===== src/rtl/kband_lw_mem_pkg.sv =====
// Shared types and defaults for the lightweight-bus memory arbiter.
package kband_lw_mem_pkg;

    localparam int ADDR_W_DEF   = 13;
    localparam int DATA_W_DEF   = 32;
    localparam int MAX_HOLD_DEF = 16;
    localparam int HOLD_MIN     = 1;
    localparam int HOLD_MAX     = 255;
    localparam int HOLD_W       = 8;

    typedef enum logic {
        REQ0 = 1'b0,
        REQ1 = 1'b1
    } req_id_t;

    typedef struct packed {
        logic    valid;
        req_id_t id;
    } rd_pend_t;

endpackage


===== src/rtl/kband_rr_hold_grant.sv =====
// Sticky round-robin grant with a bounded hold: owner/hold_cnt state plus combinational grant.
module kband_rr_hold_grant
    import kband_lw_mem_pkg::*;
#(
    parameter int MAX_HOLD = MAX_HOLD_DEF
) (
    input  logic       clk,
    input  logic       reset,
    input  logic [1:0] req,
    output logic       grant_vld,
    output req_id_t    grant_id
);

    if (MAX_HOLD < HOLD_MIN || MAX_HOLD > HOLD_MAX) begin : g_hold_range_bad
        $error("kband_rr_hold_grant: MAX_HOLD out of range 1..255");
    end

    localparam logic [HOLD_W-1:0] HOLD_LIM = HOLD_W'(MAX_HOLD);

    req_id_t           owner;
    req_id_t           other;
    logic [HOLD_W-1:0] hold_cnt;
    logic              req_own;
    logic              req_oth;

    function automatic logic [HOLD_W-1:0] sat_inc(input logic [HOLD_W-1:0] v);
        return (v == '1) ? v : v + HOLD_W'(1);
    endfunction

    always_comb begin
        other     = req_id_t'(~owner);
        req_own   = req[owner];
        req_oth   = req[other];
        grant_vld = 1'b0;
        grant_id  = owner;
        if (req_own && (!req_oth || hold_cnt < HOLD_LIM)) begin
            grant_vld = 1'b1;
            grant_id  = owner;
        end else if (req_oth) begin
            grant_vld = 1'b1;
            grant_id  = other;
        end
    end

    // hold_cnt only advances while the non-owner is actually waiting
    always_ff @(posedge clk) begin
        if (reset) begin
            owner    <= REQ0;
            hold_cnt <= '0;
        end else if (grant_vld) begin
            if (grant_id != owner) begin
                owner    <= grant_id;
                hold_cnt <= req_own ? HOLD_W'(1) : '0;
            end else if (req_oth) begin
                hold_cnt <= sat_inc(hold_cnt);
            end else begin
                hold_cnt <= '0;
            end
        end
    end

endmodule


===== src/rtl/kband_lw_mem_arbiter.sv =====
// Two-requester Avalon-MM arbiter in front of the single-port 8192x32 memory (read latency 1).
module kband_lw_mem_arbiter
    import kband_lw_mem_pkg::*;
#(
    parameter int ADDR_W   = ADDR_W_DEF,
    parameter int DATA_W   = DATA_W_DEF,
    parameter int MAX_HOLD = MAX_HOLD_DEF
) (
    input  logic                clk,
    input  logic                reset,
    input  logic [ADDR_W-1:0]   m0_address,
    input  logic                m0_read,
    input  logic                m0_write,
    input  logic [DATA_W-1:0]   m0_writedata,
    input  logic [DATA_W/8-1:0] m0_byteenable,
    output logic                m0_waitrequest,
    output logic [DATA_W-1:0]   m0_readdata,
    output logic                m0_readdatavalid,
    input  logic [ADDR_W-1:0]   m1_address,
    input  logic                m1_read,
    input  logic                m1_write,
    input  logic [DATA_W-1:0]   m1_writedata,
    input  logic [DATA_W/8-1:0] m1_byteenable,
    output logic                m1_waitrequest,
    output logic [DATA_W-1:0]   m1_readdata,
    output logic                m1_readdatavalid,
    output logic [ADDR_W-1:0]   mem_address,
    output logic                mem_chipselect,
    output logic                mem_write,
    output logic [DATA_W-1:0]   mem_writedata,
    output logic [DATA_W/8-1:0] mem_byteenable,
    output logic                mem_clken,
    input  logic [DATA_W-1:0]   mem_readdata
);

    localparam int BE_W = DATA_W / 8;

    logic [1:0]        req;
    logic              grant_vld;
    req_id_t           grant_id;
    logic              accept;
    logic [ADDR_W-1:0] sel_addr;
    logic [DATA_W-1:0] sel_wdata;
    logic [BE_W-1:0]   sel_be;
    logic              sel_read;
    logic              sel_write;
    logic [ADDR_W-1:0] addr_q;
    logic [DATA_W-1:0] wdata_q;
    logic [BE_W-1:0]   be_q;
    rd_pend_t          rd_pend_p1;

    assign req = {m1_read | m1_write, m0_read | m0_write};

    kband_rr_hold_grant #(.MAX_HOLD(MAX_HOLD)) u_grant (
        .clk       (clk),
        .reset     (reset),
        .req       (req),
        .grant_vld (grant_vld),
        .grant_id  (grant_id)
    );

    assign accept         = grant_vld & ~reset;
    assign m0_waitrequest = reset | ~(grant_vld & (grant_id == REQ0));
    assign m1_waitrequest = reset | ~(grant_vld & (grant_id == REQ1));

    always_comb begin
        sel_addr  = m0_address;
        sel_wdata = m0_writedata;
        sel_be    = m0_byteenable;
        sel_read  = m0_read;
        sel_write = m0_write;
        if (grant_id == REQ1) begin
            sel_addr  = m1_address;
            sel_wdata = m1_writedata;
            sel_be    = m1_byteenable;
            sel_read  = m1_read;
            sel_write = m1_write;
        end
    end

    // Stage p0 -> memory: last granted command is held while nobody is granted
    always_ff @(posedge clk) begin
        if (accept) begin
            addr_q  <= sel_addr;
            wdata_q <= sel_wdata;
            be_q    <= sel_be;
        end
    end

    assign mem_address    = accept ? sel_addr  : addr_q;
    assign mem_writedata  = accept ? sel_wdata : wdata_q;
    assign mem_byteenable = accept ? sel_be    : be_q;
    assign mem_chipselect = accept;
    assign mem_write      = accept & sel_write;
    assign mem_clken      = 1'b1;

    // Stage p1: read return tag, aligned with the memory's one-cycle latency
    always_ff @(posedge clk) begin
        if (reset) begin
            rd_pend_p1 <= '0;
        end else begin
            rd_pend_p1.valid <= accept & sel_read & ~sel_write;
            rd_pend_p1.id    <= grant_id;
        end
    end

    assign m0_readdatavalid = ~reset & rd_pend_p1.valid & (rd_pend_p1.id == REQ0);
    assign m1_readdatavalid = ~reset & rd_pend_p1.valid & (rd_pend_p1.id == REQ1);
    assign m0_readdata      = mem_readdata;
    assign m1_readdata      = mem_readdata;

    a_m0_rw_excl : assert property (@(posedge clk) disable iff (reset) !(m0_read && m0_write));
    a_m1_rw_excl : assert property (@(posedge clk) disable iff (reset) !(m1_read && m1_write));

endmodule


===== config.mk =====
export PLATFORM = sky130hd
export DESIGN_NAME = kband_lw_mem_arbiter
export DESIGN_NICKNAME = d
export VERILOG_FILES = /design/src/rtl/kband_lw_mem_pkg.sv /design/src/rtl/kband_rr_hold_grant.sv /design/src/rtl/kband_lw_mem_arbiter.sv
export SDC_FILE = /design/constraint.sdc
export NUM_CORES = 1
export LEC_CHECK = 0
export CORE_MARGIN = 5
export CORE_UTILIZATION = 38
export DETAILED_ROUTE_END_ITERATION = 16
export PLACE_DENSITY_LB_ADDON = 0.12
export SYNTH_ARGS = -nofsm -noshare
export SYNTH_HDL_FRONTEND = slang
export SYNTH_HIERARCHICAL = 1
export SYNTH_SLANG_ARGS = --single-unit

===== constraint.sdc =====
create_clock -name clk -period 10.3 [get_ports clk]
set_clock_uncertainty 0.1 [all_clocks]
set_input_delay 3.09 -clock clk [delete_from_list [all_inputs] [get_ports clk]]
set_output_delay 3.09 -clock clk [all_outputs]
set_load 0.005 [all_outputs]

# Word-level counts from Yosys, hierarchy flattened
# Cells that the tools add are included.
# Widths: inputs -> output; s select.
# totals
ff_bits	60
word_cells	59
# op_classes
add_sub_neg	1
order_cmp	3
eq_ne	3
muxes	20
bitwise	20
reduce_logical	5
# ops
cell	n
$mux 32	2
$mux 13	2
$mux 8	3
$mux 1	11
$and 1x1->1	9
$add 8x1->8 const B	1
$eq 8x8->1 const B	1
$lt 8x5->1 const B	1
$mux 4	2
$not 1->1	7
$lt 1x2->1 const B	2
$or 1x1->1	4
$reduce_and 2->1	2
$ne 3x3->1 const B	1
$logic_and 1x1->1	1
$logic_not 1->1	1
$logic_or 1x1->1	1
$ne 1x1->1	1

# Longest topological paths before layout
# depth
depth_word	11
mapped_depth	8
ltp_nobuf	6

# Cells and area by module
# The synthesis kept the hierarchy.
# modules_own_cells
mod	instances	cells_per_inst	area_per_inst_um2	seq_area_each_um2
kband_lw_mem_arbiter	1	240	3179.3	1021.0
kband_rr_hold_grant	1	49	434.2	180.2

# Least setup slack after synthesis
# No wires, ideal clock.
# synth_timing
path_type	input port to output port
start	input port m1_write
end	output port mem_address[0]
arrival_ps	4612
path_slack_ps	2498
stages	8
path_cell_list	or2_2 -> inv_1 -> o21ai_2 -> a22o_1 -> buf_6 -> buf_12 -> mux2_4 -> mux2_4
# synth_between
elab_chain_cells	9
elab_cells_between_ends	15
# synth_rtl
element	line_no	rtl
start: declaration	kband_lw_mem_arbiter.sv:21	input logic m1_write,
$or 1x1->1 *	kband_lw_mem_arbiter.sv:52	assign req = {m1_read | m1_write, m0_read | m0_write};
$mux 1 (implied by the code) (2 in a row)	kband_rr_hold_grant.sv:33	req_oth = req[other];
$logic_not 1->1	kband_rr_hold_grant.sv:36	if (req_own && (!req_oth || hold_cnt < HOLD_LIM)) begin
$logic_or 1x1->1	kband_rr_hold_grant.sv:36	
$logic_and 1x1->1	kband_rr_hold_grant.sv:36	
$mux 1 *	kband_rr_hold_grant.sv:36	
net grant_id	kband_lw_mem_arbiter.sv:40	req_id_t grant_id;
$mux 13 *	kband_lw_mem_arbiter.sv:72	if (grant_id == REQ1) begin
$mux 13 *	n/a	
end: declaration	kband_lw_mem_arbiter.sv:27	output logic [ADDR_W-1:0] mem_address,
# Mark *: on every way through the listed nets, which the timed path passes. The rest lies on a longest branch. The select of a mux whose other input is x is not followed.

# Final worst setup path
# layout_timing
start	input port m0_write
end	output port mem_address[12]
# layout_between
elab_chain_cells	9
elab_cells_between_ends	15
# layout_rtl
element	line_no	rtl
start: declaration	kband_lw_mem_arbiter.sv:13	input logic m0_write,
$or 1x1->1 *	kband_lw_mem_arbiter.sv:52	
net req[0]	kband_lw_mem_arbiter.sv:38	logic [1:0] req;
$mux 1 (implied by the code) (2 in a row)	kband_rr_hold_grant.sv:33	
$logic_not 1->1	kband_rr_hold_grant.sv:36	
$logic_or 1x1->1	kband_rr_hold_grant.sv:36	
$logic_and 1x1->1	kband_rr_hold_grant.sv:36	
$mux 1 *	kband_rr_hold_grant.sv:36	
net grant_id	kband_lw_mem_arbiter.sv:40	
$mux 13 *	kband_lw_mem_arbiter.sv:72	
$mux 13 *	n/a	
# Marked as above.

==> metrics.txt <==
# TYPE chip_impl_metric gauge
chip_impl_info{name="status",value="finished clean"} 1
chip_impl_metric{name="seq_area_frac_synth",unit="%"} 33.2
chip_impl_metric{name="grt.total_usage",unit="%"} 13.8
chip_impl_info{name="cts_tree",value="done"} 1
chip_impl_metric{name="period_needed",unit="ps"} 9240
chip_impl_metric{name="reg2reg_setup_slack",unit="ps"} 7490
chip_impl_metric{name="worst-path-buf-inv",unit=""} 2
chip_impl_metric{name="fmaxAchievable",unit="MHz"} 108
chip_impl_metric{name="placement_rows",unit=""} 35
chip_impl_metric{name="floorplan_die_height",unit="um"} 108
chip_impl_info{name="timing.critical_path.to_type",value="output port"} 1
chip_impl_metric{name="n_antenna_cell",unit=""} 0
chip_impl_metric{name="wire_length_after_detailed_routing",unit="mm"} 8.40
chip_impl_metric{name="tritoncts.num_buffers",unit=""} 9
chip_impl_metric{name="share_of_layout_cells_above_drive_strength_1",unit="%"} 31.4
chip_impl_metric{name="net_count_of_the_mapped_netlist",unit=""} 426
chip_impl_metric{name="power",unit="uW"} 729
chip_impl_metric{name="cts_setup_buffers",unit=""} 0
chip_impl_metric{name="grt_overflow",unit=""} 0
chip_impl_info{name="worst-setup-path-type",value="primary input to output port"} 1
chip_impl_metric{name="clock-sinks",unit=""} 60
chip_impl_metric{name="vias",unit=""} 2369
chip_impl_info{name="yosys.area.top_type",value="mux2_4"} 1
chip_impl_metric{name="cp_max_fo",unit=""} 55
chip_impl_metric{name="detail_route.drc_violations",unit=""} 0
chip_impl_metric{name="first_global_vias",unit=""} 2385
chip_impl_info{name="netlist_top_cells_count",value="mux2_4, buf_4, dfxtp_1"} 1
chip_impl_metric{name="dpl.hpwl",unit="mm"} 6.24
chip_impl_metric{name="vdd.ir_drop.worst",unit="mV"} 0.0688
chip_impl_metric{name="synth_edf_count",unit=""} 0
chip_impl_metric{name="post_cts_resize_count",unit=""} 0
chip_impl_metric{name="grt_start_max_net_pins",unit=""} 56
chip_impl_info{name="slowest_cell_on_crit_path",value="a22o_4"} 1
chip_impl_metric{name="fin_setup_tns",unit="ps"} 0
chip_impl_metric{name="slew-limit-headroom",unit="%"} 35.9
chip_impl_metric{name="detail_route.first_pass.iterations",unit=""} 4
chip_impl_metric{name="drtAntennaViolNets",unit=""} 0
chip_impl_metric{name="yosys.area.top_type_share",unit="%"} 36.6
chip_impl_metric{name="setup_viol_count_final",unit=""} 0
chip_impl_metric{name="ctsHoldBuffers",unit=""} 0
chip_impl_metric{name="register_bit_count_reported_by_yosys",unit=""} 60
chip_impl_info{name="synth_top_flop_cell",value="dfxtp_1"} 1
chip_impl_metric{name="worst_path_largest_cell_delay",unit="ps"} 790
chip_impl_info{name="worst_min_path_class",value="flip-flop to flip-flop"} 1
chip_impl_info{name="worst_setup_path_start_kind",value="primary input"} 1
chip_impl_metric{name="finish.net_count",unit=""} 520
chip_impl_metric{name="crit_cells",unit=""} 7
chip_impl_metric{name="clockBufferDepth",unit=""} 2
chip_impl_metric{name="clk_pin_slew_worst_paths",unit="ps"} 70
chip_impl_info{name="synth_most_common_cell",value="mux2_4"} 1
chip_impl_metric{name="cts_htree_levels",unit=""} 3
chip_impl_info{name="post_synth_main_area_contributors",value="mux2_4, dfxtp_1, buf_4"} 1
chip_impl_metric{name="slack_of_the_critical_path",unit="ps"} 1060
chip_impl_metric{name="dieArea",unit="mm^2"} 0.0116
chip_impl_metric{name="antenna_found_initial",unit=""} 0
chip_impl_metric{name="powerDensity",unit="mW/mm^2"} 147
chip_impl_metric{name="synthCells",unit=""} 289
chip_impl_metric{name="post_synth_instance_area",unit="mm^2"} 0.00361
chip_impl_metric{name="hold_viol",unit=""} 0
chip_impl_metric{name="dpl_worst_slack",unit="ps"} 1040
chip_impl_metric{name="clk-insertion-delay-late",unit="ps"} 330
chip_impl_metric{name="io_buffer_count",unit=""} 158
chip_impl_metric{name="synthesis.area_per_instance",unit="um^2"} 12.5
chip_impl_info{name="ctsRootBufferMaster",value="clkbuf_8"} 1
chip_impl_metric{name="async_reset_ff_share",unit="%"} 0
chip_impl_metric{name="timing_max_transition_violations_final",unit=""} 0
chip_impl_metric{name="route.detailed.wl_per_inst",unit="um"} 16.2
chip_impl_metric{name="io-pin-count",unit=""} 256
chip_impl_metric{name="worst-r2r-cell-count",unit=""} 5
chip_impl_metric{name="coreArea",unit="mm^2"} 0.00924
chip_impl_info{name="rsz0062_at_grt",value="no"} 1
chip_impl_metric{name="max_cap_violations",unit=""} 0
chip_impl_metric{name="layout_worst_path_cycle_share",unit="%"} 89.7
chip_impl_metric{name="worst_ep_arrival_time",unit="ps"} 6050
chip_impl_metric{name="flow.area_growth_from_synthesis",unit="%"} 37.4
chip_impl_metric{name="count_of_different_cell_masters_after_synthesis",unit=""} 40
chip_impl_info{name="critPathTopFamily",value="compound AO/OA/AOI/OAI gates"} 1
chip_impl_metric{name="synth.yosys.warnings",unit=""} 6
chip_impl_metric{name="drtIter0Drc",unit=""} 98
chip_impl_metric{name="max_slew.worst_pin.slew",unit="ps"} 962
chip_impl_metric{name="worstPathRequired",unit="ps"} 7110
chip_impl_metric{name="avgViaCountPerCell",unit=""} 4.58
chip_impl_metric{name="p_leak",unit="nW"} 2.10
chip_impl_metric{name="floorplan.initialDensity",unit="%"} 39.1
chip_impl_metric{name="gp_congestion",unit=""} 0.787
chip_impl_metric{name="die_w",unit="um"} 108
chip_impl_metric{name="grt_first_pass_wirelength",unit="mm"} 12.4
chip_impl_metric{name="worst_hold_stages",unit=""} 1
chip_impl_info{name="critical_path.cell_chain",value="clkdlybuf4s50_1 -> or2_2 -> o21ai_0 -> a22o_4 -> mux2_2 -> mux2_2 -> clkdlybuf4s50_1"} 1
-- flip-flops by register name, summed over array words and instances, names as in the netlist --
signal	count
u_grant/hold_cnt	8
be_q	4
rd_pend_p1	2
wdata_q	32
addr_q	13
u_grant/owner	1
-- per-stage QoR --
| stage | cell area, um^2 | cells | hold slack [ps] | util (%) |
|---|---|---|---|---|
| finish | 4960 | 517 | 370 | 53.7 |
| floorplan | 3610 | 289 | 356 | - |
| CTS | 4960 | 517 | 373 | 53.7 |
| detailed placement | 4760 | 501 | 355 | 51.5 |
| global route | 4960 | 517 | 380 | 53.7 |
| global placement | 4760 | 501 | 354 | 51.5 |
-- area by class of cell --
cell class	instances	area, um^2
fillers	829	4280
multi-input cells	147	1770
repair buffers	160	1610
flip-flops and latches	60	1200
well taps	129	161
clock buffers	12	155
clock inverters	4	47.5
inverters	5	18.8
-- report_power, final --
part           switching, mW  internal, mW
logic                 0.0675         0.166
registers            0.00900         0.266
clock network         0.0966         0.124
-- logic make-up after synthesis --
logic type,count (synthesis),share of synthesized area [%]
multiplexers,99,40.0
buffers and inverters,82,18.0
flip-flops,60,33.2
AND/OR/NAND/NOR,26,4.16
AO/OA/AOI/OAI,18,3.71
XOR/XNOR,2,0.485
adder cells (fa/ha/maj),1,0.346
other,1,0.104
-- layout by cell type, fill, tap and decap left out, types with 2 or more instances in the layout --
| cell type | n |
|---|---|
| a21oi_1 | 3 |
| a31oi_1 | 2 |
| clkbuf_8 | 11 |
| clkdlybuf4s50_1 | 158 |
| clkinv_2 | 2 |
| dfxtp_1 | 60 |
| inv_1 | 4 |
| mux2_2 | 10 |
| mux2_4 | 88 |
| nand2_1 | 3 |
| nor2_1 | 4 |
| nor3_1 | 5 |
| o2111ai_1 | 2 |
| o21ai_0 | 4 |
| or2_2 | 2 |
| xor2_1 | 2 |
-- per-layer routing --
metal	GRT usage [%]	vias to the layer above	part of all wire [%]	wire length, um
li1	-	1129	-	-
met1	16.2	1104	43	3640
met2	22.8	121	46	3850
met3	5.04	15	9.2	771
met4	5.23	0	1.6	133
met5	0	-	0	0
-- final timing paths --
path,start,end
max,m0_write,mem_address[12]
min,wdata_q[11],wdata_q[11]
max reg2reg,u_grant/hold_cnt[4],addr_q[12]
min reg2reg,wdata_q[11],wdata_q[11]
Power figures use the tool's default switching activity.
